`src/rtl/alu_cmd_sequencer.sv`:
```
// Command/response front end for the registered ALU: issues one operation at a time,
// waits out the ALU pipeline, returns the captured result and keeps saturating statistics.
module alu_cmd_sequencer #(
  parameter int W           = 4,
  parameter int ALU_LATENCY = 2,
  parameter int CNT_W       = 8
) (
  input  logic             clk,
  input  logic             rst,
  input  logic             cmd_valid,
  output logic             cmd_ready,
  input  logic [W-1:0]     cmd_a,
  input  logic [W-1:0]     cmd_b,
  input  logic [1:0]       cmd_op,
  output logic             rsp_valid,
  input  logic             rsp_ready,
  output logic [W-1:0]     rsp_result,
  output logic             rsp_cout,
  output logic             rsp_zero,
  output logic [1:0]       rsp_op,
  output logic [W-1:0]     alu_a,
  output logic [W-1:0]     alu_b,
  output logic [1:0]       alu_opcode,
  input  logic [W-1:0]     alu_result,
  input  logic             alu_cout,
  input  logic             alu_zero,
  output logic             busy,
  output logic [CNT_W-1:0] op_count,
  output logic [CNT_W-1:0] div0_count
);

  localparam int CW = $clog2(ALU_LATENCY + 1);
  localparam logic [1:0] OP_DIV = 2'b11;

  typedef enum logic [1:0] {IDLE, WAIT, RESP} state_t;

  state_t        state_reg, state_next;
  logic [CW-1:0] cnt_reg;
  logic          accept, capture, consume;

  always_comb begin
    state_next = state_reg;
    cmd_ready  = (state_reg == IDLE);
    accept     = 1'b0;
    capture    = 1'b0;
    consume    = 1'b0;
    case (state_reg)
      IDLE: begin
        if (cmd_valid) begin
          accept     = 1'b1;
          state_next = WAIT;
        end
      end
      WAIT: begin
        if (cnt_reg == '0) begin
          capture    = 1'b1;
          state_next = RESP;
        end
      end
      RESP: begin
        if (rsp_ready) begin
          consume    = 1'b1;
          state_next = IDLE;
        end
      end
      default: state_next = IDLE;
    endcase
  end

  assign busy = (state_reg != IDLE);

  always_ff @(posedge clk or posedge rst) begin
    if (rst) begin
      state_reg  <= IDLE;
      cnt_reg    <= '0;
      alu_a      <= '0;
      alu_b      <= '0;
      alu_opcode <= '0;
      rsp_valid  <= 1'b0;
      rsp_result <= '0;
      rsp_cout   <= 1'b0;
      rsp_zero   <= 1'b0;
      rsp_op     <= '0;
      op_count   <= '0;
      div0_count <= '0;
    end else begin
      state_reg <= state_next;
      // Operands stay on the ALU inputs until the next accept, even while idle.
      if (accept) begin
        alu_a      <= cmd_a;
        alu_b      <= cmd_b;
        alu_opcode <= cmd_op;
        rsp_op     <= cmd_op;
        cnt_reg    <= CW'(ALU_LATENCY);
      end
      if (state_reg == WAIT && cnt_reg != '0) begin
        cnt_reg <= cnt_reg - 1'b1;
      end
      if (capture) begin
        rsp_result <= alu_result;
        rsp_cout   <= alu_cout;
        rsp_zero   <= alu_zero;
        rsp_valid  <= 1'b1;
      end
      if (consume) begin
        rsp_valid <= 1'b0;
        if (op_count != '1) begin
          op_count <= op_count + CNT_W'(1);
        end
        if (rsp_op == OP_DIV && rsp_cout && div0_count != '1) begin
          div0_count <= div0_count + CNT_W'(1);
        end
      end
    end
  end

endmodule

```
`config.mk`:
```
export PLATFORM = sky130hd
export DESIGN_NAME = alu_cmd_sequencer
export DESIGN_NICKNAME = d
export VERILOG_FILES = /design/src/rtl/alu_cmd_sequencer.sv
export SDC_FILE = /design/constraint.sdc
export NUM_CORES = 1
export LEC_CHECK = 0
export CAP_MARGIN = 20
export CORE_ASPECT_RATIO = 0.8
export CORE_MARGIN = 2
export CORE_UTILIZATION = 45
export DETAILED_ROUTE_END_ITERATION = 8
export PLACE_DENSITY_LB_ADDON = 0.15
export SLEW_MARGIN = 10
export SYNTH_ARGS = -nofsm -noshare
export SYNTH_HDL_FRONTEND = slang
export SYNTH_SLANG_ARGS = --single-unit
```
`constraint.sdc`:
```
create_clock -name clk -period 3.5 [get_ports clk]
set_input_delay 0.35 -clock clk [delete_from_list [all_inputs] [get_ports clk]]
set_output_delay 0.35 -clock clk [all_outputs]
set_load 0.01 [all_outputs]
```
Yosys cells after proc, flatten, opt, wreduce, memory -nomap -nowiden --
Index checks and enable logic that the tools add are counted.
Word-level totals: logic and storage cells 48, latch bits 0, input port bits 20, memories 0, register bits 37, memory bits (read-only) 0, memory bits (writable) 0, output and inout port bits 37
Cells by class: mux-type cells 14, multiply operators 0, shift-type cells 0, order comparisons 0, reductions and logical operators 12, bitwise gates (word level) 0, div/mod/pow operators 0, equal/unequal tests 8, $add $sub $neg 3
Operators by type and width (count):
- adder 8 x 1 -> 8 bit (second input constant) | 2
- != test 8 bit (second input constant) | 2
- two-way mux 2 bit | 5
- two-way mux 1 bit | 8
- nonzero test 2 bit | 4
- != test 2 bit (second input constant) | 3
- one-hot mux 2 bit (3 select lines) | 1
- equality test 2 bit (second input constant) | 2
- logical NOT 2 bit | 2
- AND reduction 2 bit | 2
- logical AND 1 bit | 3
- AND reduction 3 bit | 1
- equality test 2 x 1 -> 1 bit (second input constant) | 1
- subtractor 2 x 1 -> 2 bit (second input constant) | 1

Logic depth before layout (Yosys ltp) --
Gate-level depths: netlist of run 1.
depth in word-level cells 5, mapped depth 6, mapped depth without buffers 6

Worst setup path before layout of run 1 --
OpenSTA, ideal clock, no wires.
kind register to register, from register cnt_reg[0], to register rsp_cout, clock period less this slack 1.555 ns, data arrival time 1.429 ns, setup slack 1.945 ns, data required time 3.375 ns, cell stages (with the launch flop) 7, cells stage by stage dfrtp_1 -> inv_1 -> ha_1 -> inv_1 -> or3_1 -> buf_6 -> mux2_4
Between the ends: word-level cells in the longest chain between the ends 3
RTL lines:
- start, declared | line 38 | logic [CW-1:0] cnt_reg;
- start signal, assigned | line 94 | cnt_reg <= CW'(ALU_LATENCY);
- start signal, assigned | line 97 | cnt_reg <= cnt_reg - 1'b1;
- logical NOT 2 bit | line 55 | if (cnt_reg == '0) begin
- two-way mux 1 bit | line 55
- two-way mux 1 bit | line 47 | case (state_reg)
- end signal, assigned | line 101 | rsp_cout <= alu_cout;
- end, declared | line 18 | output logic rsp_cout,
Every way passes these cells. A chain may end at the register's enable or synchronous reset.

Worst setup path in the final report of run 1 --
from register state_reg[1], to output port cmd_ready
Between the ends: word-level cells in the longest chain between the ends 1
RTL lines:
- start, declared | line 37 | state_t state_reg, state_next;
- start signal, assigned | line 87 | state_reg <= state_next;
- logical NOT 2 bit | line 43 | cmd_ready = (state_reg == IDLE);
- end, declared | line 11 | output logic cmd_ready,
Every way passes these cells.

==> metrics.yaml, run 1 <==
global_routing:
  largest_net_degree_at_the_start_of_global_routing: 38
  grt.overflow.total: 0
  first_global_vias: 1263
  number_of_antenna_violations_at_the_first_check_in_global_routing: 0
  grt_pass1_wl_um: 5913
  globalRouteMet1Util_pct: 23.94
  grt_use_total_pct: 18.53
  met2_track_utilization_from_global_routing_pct: 28.05
  grt.met3_usage_pct: 7.483
  globalRoute.busiestLayer: "met2"
detailed_routing:
  routedWlPerCell_um: 14.68
  finalWirelength_um: 3583
  routed-via-count: 1262
  drt_first_pass_iters: 4
  detail_route_antenna_nets: 0
  drc: 0
  drt_first_iter_violations: 81
  vias_per_cell: 5.172
synth:
  synth.distinct_cells: 33
  synth_async_reset_ratio_pct: 100.0
  yosys_register_bits: 37
  number_of_warnings_issued_by_yosys: 0
  synthesis.nets: 166
  postSynth.topFlopCell: "sky130_fd_sc_hd__dfrtp_1"
  cell_area_after_synthesis_um2: 1705
  synth-edff-count: 0
  synth_instances: 143
  post_synth.cell_area_avg_um2: 11.93
  seq_area_frac_synth_pct: 54.29
placed_design:
  dp.final_hpwl_um: 2591
  post-place-cells: 237
  finalWeightedCongestion: 0.8905
  port-buffer-count: 56
final_layout:
  finish.net_count: 225
  finish.cell_count_without_fillers: 244
  filler_cell_count: 269
  largest_registers: "div0_count (8), op_count (8)"
  layout-drive-gt1-share_pct: 14.85
  n_antenna_cell: 0
  multiInputGateArea_um2: 708.2
  layout.cells.most_common_list: "56 x sky130_fd_sc_hd__clkdlybuf4s50_1, 37 x sky130_fd_sc_hd__dfrtp_1, 12 x sky130_fd_sc_hd__nor2_1"
  area_delta_synth_final_pct: 39.84
  layout_commonest_cell: "sky130_fd_sc_hd__clkdlybuf4s50_1"
  sequential_cell_area_um2: 925.9
clock_tree:
  clkLatencyLatePin_ns: 0.29
  cts_max_level: 2
  clk_transition_reported_paths_ns: 0.08
  post_cts_hold_buffer_count: 0
  post_cts.resized_instances: 0
  clkSinkCount: 37
  clock_tree_from_tritoncts: "built"
  post_cts_buffers: 0
  cts_buffer_depth: 2
  ctsRootBufferMaster: "sky130_fd_sc_hd__clkbuf_8"
  tritoncts_buffers: 5
floorplanning:
  floorplan_die_area_um2: 4301
  starting_utilization_of_the_core_area_pct: 48.47
  die_height_um: 59.06
  core_um2: 3518
  die_x_um: 72.83
  design.portCount: 57
  placement_rows: 19
pwr:
  max_vdd_drop_uv: 564.1
  p_leak_uw: 0.001085
  post-layout-total-power_uw: 1834
  power_per_cell_area_nw_per_um2: 769.2
min_path:
  worst_hold_path_type: "input port to asynchronous set/reset pin"
sta:
  grt_setup_unrepaired: "no"
  final_setup_fails: 0
  setup-tns-final_ns: 0
  final-max-slew-violation-count: 0
  max_clock_skew_ns: 0.009884
  tightestPinTransition_ns: 0.4906
  slew-limit-headroom_pct: 67.29
  period_needed_ns: 2.017
  fmaxAchievable_mhz: 495.8
  timing_hold_violations_final: 0
  final.period_utilization_pct: 57.63
worst_setup_path:
  timing.critical_path.from_type: "flop"
  timing.critical_path.required_ns: 3.15
  cp.arrival_ns: 1.67
  setup.worst_path.class: "flop to output pin"
  critical_path_peak_fanout: 9
  worstSetupEndpointType: "output pin"
run_status:
  result_of_the_run: "finished clean"
run:
  timing.max_cap.violations: 0
logic make-up (layout without fill, tap and decap cells):
group / after synthesis / after routing / synth area share (%)
xor+xnor: 7 / 7 / 3.595
fa+ha+maj: 3 / 3 / 2.201
mux: 21 / 21 / 15.04
compound gates: 13 / 13 / 4.182
buf+inv: 12 / 71 / 4.182
flops: 37 / 37 / 54.29
simple gates: 50 / 50 / 16.51
synth_stat cells, types with 2 or more instances:
cell | count | area share [%]
sky130_fd_sc_hd__buf_4 | 3 | 1.3
sky130_fd_sc_hd__buf_6 | 2 | 1.3
sky130_fd_sc_hd__nand2b_1 | 2 | 0.73
sky130_fd_sc_hd__mux2_2 | 10 | 6.6
sky130_fd_sc_hd__xnor2_1 | 4 | 2.1
sky130_fd_sc_hd__inv_1 | 5 | 1.1
sky130_fd_sc_hd__and2_1 | 3 | 1.1
sky130_fd_sc_hd__inv_2 | 2 | 0.44
sky130_fd_sc_hd__nor2_1 | 12 | 2.6
sky130_fd_sc_hd__a31oi_1 | 2 | 0.73
sky130_fd_sc_hd__a21oi_1 | 7 | 2.1
sky130_fd_sc_hd__o21ai_0 | 2 | 0.59
sky130_fd_sc_hd__nand3_1 | 9 | 2.6
sky130_fd_sc_hd__ha_1 | 3 | 2.2
sky130_fd_sc_hd__nand4_1 | 3 | 1.1
sky130_fd_sc_hd__nand2_1 | 8 | 1.8
sky130_fd_sc_hd__mux2i_1 | 2 | 1.2
sky130_fd_sc_hd__dfrtp_1 | 37 | 54
sky130_fd_sc_hd__and4_1 | 2 | 1.0
sky130_fd_sc_hd__xor2_1 | 3 | 1.5
sky130_fd_sc_hd__mux2_1 | 3 | 2.0
sky130_fd_sc_hd__nor3_1 | 3 | 0.88
sky130_fd_sc_hd__mux2_4 | 6 | 5.3
worst paths after layout:
check,endpoint,startpoint,slack [ns],depth (start not counted)
worst max-delay path,cmd_ready,state_reg[1],1.48,3
worst min register to register,rsp_valid,rsp_valid,0.49,2
max in group asynchronous,op_count[6],rst,2.72,3
min in group clk,rsp_valid,rsp_valid,0.49,2
worst max register to register,alu_b[2],state_reg[1],1.70,4
worst min-delay path,alu_b[0],rst,0.45,3
report_power, final:
part           switching, uW  total (uW)  leakage, uW  internal [uW]
clock                    149         356    0.0000540            207
combinational            302         776     0.000573            475
sequential               128         703     0.000458            575
total                    578        1830      0.00109           1260
layout make-up:
cell class	count	share of cell area (%)
flip-flops and latches	37	38.82
multi-input cells	94	29.70
repair buffers	57	23.82
clock buffers	5	2.886
well taps	42	2.204
clock inverters	2	1.469
inverters	7	1.102
routing by layer:
metal	vias to the layer above	wire (um)	part of all wire, %
li1	617	-	-
met1	596	1644	46
met2	39	1640	46
met3	10	227	6.3
met4	0	70	2.0
met5	-	0	0
worst max-delay path: stages (launching register included):
cell	delay, ns
sky130_fd_sc_hd__dfrtp_1	0.49
sky130_fd_sc_hd__or2_4	0.30
sky130_fd_sc_hd__inv_2	0.06
sky130_fd_sc_hd__clkdlybuf4s50_1	0.53
per-stage QoR:
stage               hold slack [ns]  area [um2]  setup WS [ns]  util, %
CTS                          0.4659        2385          1.476    67.78
global placement             0.4706        2281          1.626    64.83
floorplan                    0.4572        1705          1.945        -
global route                 0.5100        2385          1.424    67.78
detailed placement           0.4653        2281          1.560    64.83
finish                       0.4467        2385          1.483    67.78
Note: power is estimated with default switching activity, not from simulation.
==> run 2, diff against run 1 <==
==> constraint.sdc (replaced) <==
create_clock -name clk -period 2 [get_ports clk]
set_input_delay 0.2 -clock clk [delete_from_list [all_inputs] [get_ports clk]]
set_output_delay 0.2 -clock clk [all_outputs]
set_load 0.01 [all_outputs]
==> run 2 against run 1 <==
Net effect: register-to-register slack got worse by 1.5 ns; highest routed layer unchanged; largest power group unchanged; design area up 0.21%; critical endpoint unchanged; global-route usage grew 0.076 points; critical path depth unchanged; utilization increased by 0.14 points.
==> metrics.yaml, run 2 (synthesis gave the netlist of run 1 again) <==
worst_setup_path:
  timing.critical_path.from_type: "flop"
  critical_path_peak_fanout: 9
  timing.critical_path.required_ns: 1.80
  crit_start: "state_reg[1]"
  worstSetupEndpointType: "output pin"
  setup.worst_path.class: "flop to output pin"
  regToRegStartpoint: "cnt_reg[0]"
  cp.arrival_ns: 1.66
  ff2ff_setup_slack_ns: 0.25
clock_tree:
  post_cts_buffers: 0
  tritoncts_buffers: 5
  post_cts.resized_instances: 0
  clkLatencyLatePin_ns: 0.29
  ctsRootBufferMaster: "sky130_fd_sc_hd__clkbuf_8"
  post_cts_hold_buffer_count: 0
  clk_transition_reported_paths_ns: 0.07
  cts_buffer_depth: 2
  clkSinkCount: 37
  cts_max_level: 2
  clock_tree_from_tritoncts: "built"
pwr:
  clock_power_share_pct: 18.3
  power_frac_seq_pct: 38.9
  power_per_cell_area_nw_per_um2: 1327
  intPower_uw: 2155
  power.switching_fraction_pct: 32.04
  netSwitchingPower_uw: 1016
  p_leak_uw: 0.001091
  power_frac_comb_pct: 42.9
  max_vdd_drop_uv: 700.7
global_routing:
  grt_pass1_wl_um: 5899
  grt_use_total_pct: 18.60
  first_global_vias: 1290
  number_of_antenna_violations_at_the_first_check_in_global_routing: 0
  grt.overflow.total: 0
  largest_net_degree_at_the_start_of_global_routing: 38
sta:
  final-max-slew-violation-count: 0
  period_needed_ns: 1.862
  final.period_utilization_pct: 93.11
  setup-tns-final_ns: 0
  fmaxAchievable_mhz: 537.0
  grt_setup_unrepaired: "no"
  timing_hold_violations_final: 0
  final_setup_fails: 0
  max_clock_skew_ns: 0.004736
  slew-limit-headroom_pct: 69.62
  tightestPinTransition_ns: 0.4558
final_layout:
  layout-drive-gt1-share_pct: 15.69
  final_design_area_no_fill_um2: 2390
  largest_registers: "div0_count (8), op_count (8)"
  finish.cell_count_without_fillers: 246
  area_delta_synth_final_pct: 40.13
  n_antenna_cell: 0
  filler_cell_count: 272
  multiInputGateArea_um2: 708.2
  sequential_cell_area_um2: 925.9
  layout_commonest_cell: "sky130_fd_sc_hd__clkdlybuf4s50_1"
  layout.cells.most_common_list: "56 x sky130_fd_sc_hd__clkdlybuf4s50_1, 37 x sky130_fd_sc_hd__dfrtp_1, 12 x sky130_fd_sc_hd__nor2_1"
  finish.net_count: 226
detailed_routing:
  drc: 0
  routed-via-count: 1269
  detail_route_antenna_nets: 0
  vias_per_cell: 5.159
  routedWlPerCell_um: 14.59
  drt_first_pass_iters: 5
  finalWirelength_um: 3588
  drt_first_iter_violations: 74
min_path:
  worst_hold_path_type: "input port to asynchronous set/reset pin"
floorplanning:
  design.portCount: 57
  starting_utilization_of_the_core_area_pct: 48.47
  floorplan_die_area_um2: 4301
  placement_rows: 19
  die_height_um: 59.06
  core_um2: 3518
  die_x_um: 72.83
placed_design:
  finalWeightedCongestion: 0.8840
  placedInstanceArea_um2: 2288
  port-buffer-count: 56
  dp.final_hpwl_um: 2685
  post-place-cells: 238
run:
  timing.max_cap.violations: 0
run_status:
  result_of_the_run: "finished clean"
run 2: cell types whose count changed in the layout (fill, tap and decap cells not counted), sizes merged:
cell	delta
clkbuf	+2
bufinv	-1
buf	+1
run 2: layout make-up:
class	instances	area share, %
Tap cell	42	2.199
Clock buffer	7	4.031
Timing Repair Buffer	58	24.08
Inverter	7	1.099
Sequential cell	37	38.74
Multi-Input combinational cell	94	29.63
Clock inverter	1	0.2094
run 2: critical path, cell delays in order, from the launching register on:
cell,delay [ns]
sky130_fd_sc_hd__dfrtp_1,0.49
sky130_fd_sc_hd__or2_4,0.30
sky130_fd_sc_hd__inv_2,0.05
sky130_fd_sc_hd__clkdlybuf4s50_1,0.52
run 2: power groups by stage:
stage | registers [uW] | clock network, uW | logic, uW
after floorplan | 1280 | 0 | 686
after global placement | 1230 | 0 | 1330
after detailed placement | 1250 | 0 | 1380
after CTS | 1240 | 597 | 1380
after global routing | 1270 | 623 | 1470
final | 1230 | 579 | 1360
run 2: stage by stage:
stage | worst slack [ns] | total power (uW) | hold WS, ns | util (%)
after floorplan | 0.4454 | 1969 | 0.3072 | -
after CTS | 0.1271 | 3212 | 0.3182 | 67.92
after global placement | 0.2779 | 2554 | 0.4699 | 65.04
final | 0.1378 | 3171 | 0.3026 | 67.92
after global routing | 0.09361 | 3361 | 0.3847 | 67.92
after detailed placement | 0.2338 | 2623 | 0.4668 | 65.04
run 2: path summary, 6_finish.rpt:
check,to,cells after the start
max,cmd_ready,3
max reg2reg,rsp_result[2],5
min reg2reg,rsp_valid,2
min in group clk,rsp_valid,2
max in group asynchronous,op_count[5],3
min,div0_count[6],3
run 2: metal layers:
| metal | global-route usage (%) | vias to the layer above | wire (um) |
|---|---|---|---|
| met5 | 0 | - | 0 |
| met4 | 5.556 | 0 | 38 |
| met3 | 7.483 | 4 | 223 |
| met2 | 29.74 | 34 | 1724 |
| met1 | 23.48 | 615 | 1602 |
| li1 | - | 616 | - |
==> variant 1: new RTL, settings of run 1 <==
Change the parameter `ALU_LATENCY` from 2 to 4.
--- a/src/rtl/alu_cmd_sequencer.sv
+++ b/src/rtl/alu_cmd_sequencer.sv
@@ -4,3 +4,3 @@
   parameter int W           = 4,
-  parameter int ALU_LATENCY = 2,
+  parameter int ALU_LATENCY = 4,
   parameter int CNT_W       = 8
Check against the original RTL: not equivalent (Yosys sat finds a counterexample within 10 cycles, from zero or initial values and one cycle with rst high).
==> variant 1 against run 1 <==
  * Design area grew 3.4%
  * Worst setup slack gained 0.11 ns
  * Sequential cell count grew 1
  * Clock skew shrank 0.0021 ns
  * Highest routed layer unchanged
  * Total power shrank 1.8%
  * Synthesized area grew 4.9%
  * Synthesized cell count grew 0.70%
  * Routed wire length grew 2.9%
==> variant 1: results (changes against run 1) <==
largest net degree at the start of global routing=22 (-42%); first-pass GRT wire length=6.210 mm (+5.0%); peak per-stage delay on the critical path=0.57 ns (+0.04 ns); met1 WL=1.555 mm (-5.4%); via count=1,365 (+8.2%); FF-to-FF Start=state_reg[0]$_DFFE_PP0P_; Gate power share=44.2% (+1.9 points); slack of the worst reg-to-reg path=1.78 ns (+0.08 ns); Worst setup startpoint=state_reg[0]$_DFFE_PP0P_; worst path arrival time=1.56 ns (-0.11 ns); gpl congestion=0.7958 (-11%); WL met3=367 µm (+62%); Global Route Usage Sum=18.76% (+0.23 points); WL/cell=14.29 µm (-2.7%); FF-to-FF End=div0_count[7]$_DFFE_PP0P_; Clock Skews=0.007833 ns (-0.002051 ns); met2 WL=1.740 mm (+6.1%); top cells by area, synth=dfrtp_1, mux2_2, ha_1, a21oi_1, nand3_1; Sequential Power=0.730 mW (+3.8%); hold slack=0.5076 ns (+0.06091 ns); Synth top cells by count=dfrtp_1, mux2_2; outcome=finished, final reports clean; layout filler cell count=314 (+17%); buffer share of cell area=23.03% (-0.79 points); layout cells sized above 1=18.23% (+3.4 points); clk tree area frac=3.095% (-1.3 points); Worst Hold Class=reg2reg; sw frac=32.30% (+0.80 points); Synth Area in Compound Gates=8.112% (+3.9 points); CTS sink cnt=38 (+2.7%); Rel. slew slack=46.30% (-21 points); dpl ws=1.482 ns (-0.07794 ns); post-DP HPWL=2.790 mm (+7.7%)
variant 1: cell count changes after synthesis, moves of 2 or more:
cell | run 1 | this run
mux2_4 | 6 | 0
nand2_1 | 8 | 6
nand2b_1 | 2 | 0
nor2_1 | 12 | 2
mux2_1 | 3 | 0
o21bai_1 | 0 | 2
nor3_1 | 3 | 7
and2_1 | 3 | 1
inv_1 | 5 | 7
a22o_2 | 0 | 2
inv_2 | 2 | 0
nand3_1 | 9 | 7
mux2_2 | 10 | 19
variant 1: per-stage QoR:
step / std cells / utilization, %
6_report: 258 / 64.84
5_1_grt: 258 / 64.84
3_3_place_gp: 251 / 62.83
4_1_cts: 258 / 64.84
3_5_place_dp: 251 / 62.83
2_1_floorplan: 144 / -
variant 1: cell families after synthesis:
group	count (synthesis)
AND/OR/NAND/NOR	41
flip-flops	38
AO/OA/AOI/OAI	21
multiplexers	20
buffers and inverters	12
XOR/XNOR	8
adder cells (fa/ha/maj)	4
==> variant 2: new RTL, flow settings as in run 1 <==
Without the edit above. Register the output `op_count` once more, cleared by the reset; this adds one clock of latency there. The other outputs are not delayed to match.
--- a/src/rtl/alu_cmd_sequencer.sv
+++ b/src/rtl/alu_cmd_sequencer.sv
@@ -35,2 +35,4 @@
   typedef enum logic [1:0] {IDLE, WAIT, RESP} state_t;
+
+  logic [CNT_W-1:0] op_count_s0;
 
@@ -83,3 +85,3 @@
       rsp_op     <= '0;
-      op_count   <= '0;
+      op_count_s0 <= '0;
       div0_count <= '0;
@@ -106,4 +108,4 @@
         rsp_valid <= 1'b0;
-        if (op_count != '1) begin
-          op_count <= op_count + CNT_W'(1);
+        if (op_count_s0 != '1) begin
+          op_count_s0 <= op_count_s0 + CNT_W'(1);
         end
@@ -116,2 +118,10 @@
 
+  always_ff @(posedge clk or posedge rst) begin
+    if (rst) begin
+      op_count <= '0;
+    end else begin
+      op_count <= op_count_s0;
+    end
+  end
+
 endmodule
Behaviour: not the same (Yosys sat finds a counterexample within 10 cycles, from zero or initial values and one cycle with rst high).
==> variant 2 against run 1 <==
  * Worst hold slack improved by 0.024 ns
  * Die area rose by 14%
  * Register-to-register slack improved by 0.04 ns
  * Sequential cell count is 8 higher
  * Critical path depth stayed put
  * Synthesized area rose by 15%
  * Synthesized cell count grew 6.3%
  * Design area rose by 11%
  * Worst setup slack improved by 0.039 ns
  * Clock skew decreased by 0.0048 ns
  * Clock power decreased by 10%
  * Total power grew 7.0%
  * Routed wire length is 11% higher
  * Sequential share of layout area rose by 3.7 points
==> variant 2: results (changes against run 1) <==
outcome=finished, final reports clean; Global Route Usage Sum=17.77% (-0.76 points); clk_lat worst skew=0.29 ns (about the same); Worst Hold Class=reg2reg; mux contribution to synthesized area=18.03% (+3.0 points); initial antenna violation count=0 (unchanged); dpl cells=261 (+10%); vias in the first global route=1,386 (+9.7%); CTS Buf Count=5 (unchanged); syn_area_per_cell=12.92 µm² (+8.4%); Seq/Total Area, Yosys=57.32% (+3.0 points); Clock Skews=0.005112 ns (-0.004772 ns); # port buffers=56 (unchanged); DR vias/cell=5.019 (-3.0%); WL/cell=14.90 µm (+1.5%); first-pass GRT wire length=6.699 mm (+13%); Rel. slew slack=38.53% (-29 points); Regs by FF count=div0_count (8), op_count (8), op_count_s0 (8); Setup TNS Final=0 ns (unchanged); layout cells sized above 1=19.43% (+4.6 points); H-tree depth=2 (unchanged); drt initial violations=66 (-19%); worst vdd ir=0.0003655 V (-35%); Clock Pin Slew Worst Setup and Hold Paths=0.08 ns (about the same); via count=1,345 (+6.6%); slack of the worst reg-to-reg path=1.74 ns (+0.04 ns); Synth cell types=32 (-3.0%); min Tclk post-route=1.978 ns (-0.03892 ns); gpl congestion=0.7768 (-13%); XOR/XNOR Fraction of Synth Area=1.783% (-1.8 points); root buffer cell=clkbuf_8; Yosys Warn Count=0 (unchanged); post-DP HPWL=2.919 mm (+13%); Area after DPL=2559 µm² (+12%); ys async rst share=100.0% (unchanged); dpl ws=1.625 ns (+0.06479 ns); worst path arrival time=1.63 ns (-0.04 ns); Synth Area in Adders=1.911% (-0.29 points); clk buf depth=2 (unchanged); hold slack=0.4708 ns (+0.02405 ns); post-synth net total=175 (+5.4%); Leak Pwr=1.174 nW (+8.2%); Synth Area in Compound Gates=4.395% (+0.21 points); largest net degree at the start of global routing=46 (+21%); Detailed Routing Iterations Pass 1=4 (unchanged); top cells by area, synth=dfrtp_1, mux2_4, mux2_2, nand2_1, ha_1; final net count=234 (+4.0%); Max Fanout on Critical Path=8 (-1); Synth top cells by count=dfrtp_1, mux2_4, nand2_1, nor2_1
## variant 2: critical path, stage by stage, from the launching register on
cell,delay [ns]
dfrtp_1,0.47
or2_4,0.29
inv_2,0.05
clkdlybuf4s50_1,0.52
## variant 2: layout make-up
type                    instances  area [µm²]
multi-input cells              94       767.0
repair buffers                 56       560.5
flip-flops and latches         45        1126
well taps                      57       71.32
inverters                       9       33.78
clock buffers                   7       86.33
fillers                       328        1533
## variant 2: power by group
| part | internal (mW) | leakage, nW | total, mW | switching, mW |
|---|---|---|---|---|
| sequential | 0.686 | 0.565 | 0.820 | 0.135 |
| combinational | 0.522 | 0.565 | 0.822 | 0.300 |
| clock | 0.157 | 0.0443 | 0.320 | 0.163 |
| total | 1.36 | 1.17 | 1.96 | 0.598 |
## variant 2: final timing paths
check,startpoint,to,cells after the start
max,state_reg[1]$_DFFE_PP0P_,cmd_ready,3
min,op_count_s0[1]$_DFFE_PP0P_,op_count[1]$_DFF_PP0_,0
max reg2reg,cnt_reg[0]$_DFFE_PP0P_,rsp_result[2]$_DFFE_PP0P_,5
min reg2reg,op_count_s0[1]$_DFFE_PP0P_,op_count[1]$_DFF_PP0_,0
max in group asynchronous,rst,op_count[5]$_DFF_PP0_,2
min in group asynchronous,rst,cnt_reg[0]$_DFFE_PP0P_,2
## variant 2: per-layer routing
| metal | track usage [%] | part of all wire (%) | vias up |
|---|---|---|---|
| li1 | - | - | 641 |
| met1 | 23.00 | 43 | 664 |
| met2 | 28.34 | 51 | 35 |
| met3 | 4.585 | 4.6 | 5 |
| met4 | 7.589 | 1.3 | 0 |
| met5 | 0 | 0 | - |
## variant 2: cell families after synthesis
logic type                 after synthesis
and+or+nand+nor                         46
muxes                                   26
AOI/OAI and AO/OA                       15
DFF                                     45
buffers and inverters                   13
adders and majority gates                3
xor gates and xnor gates                 4
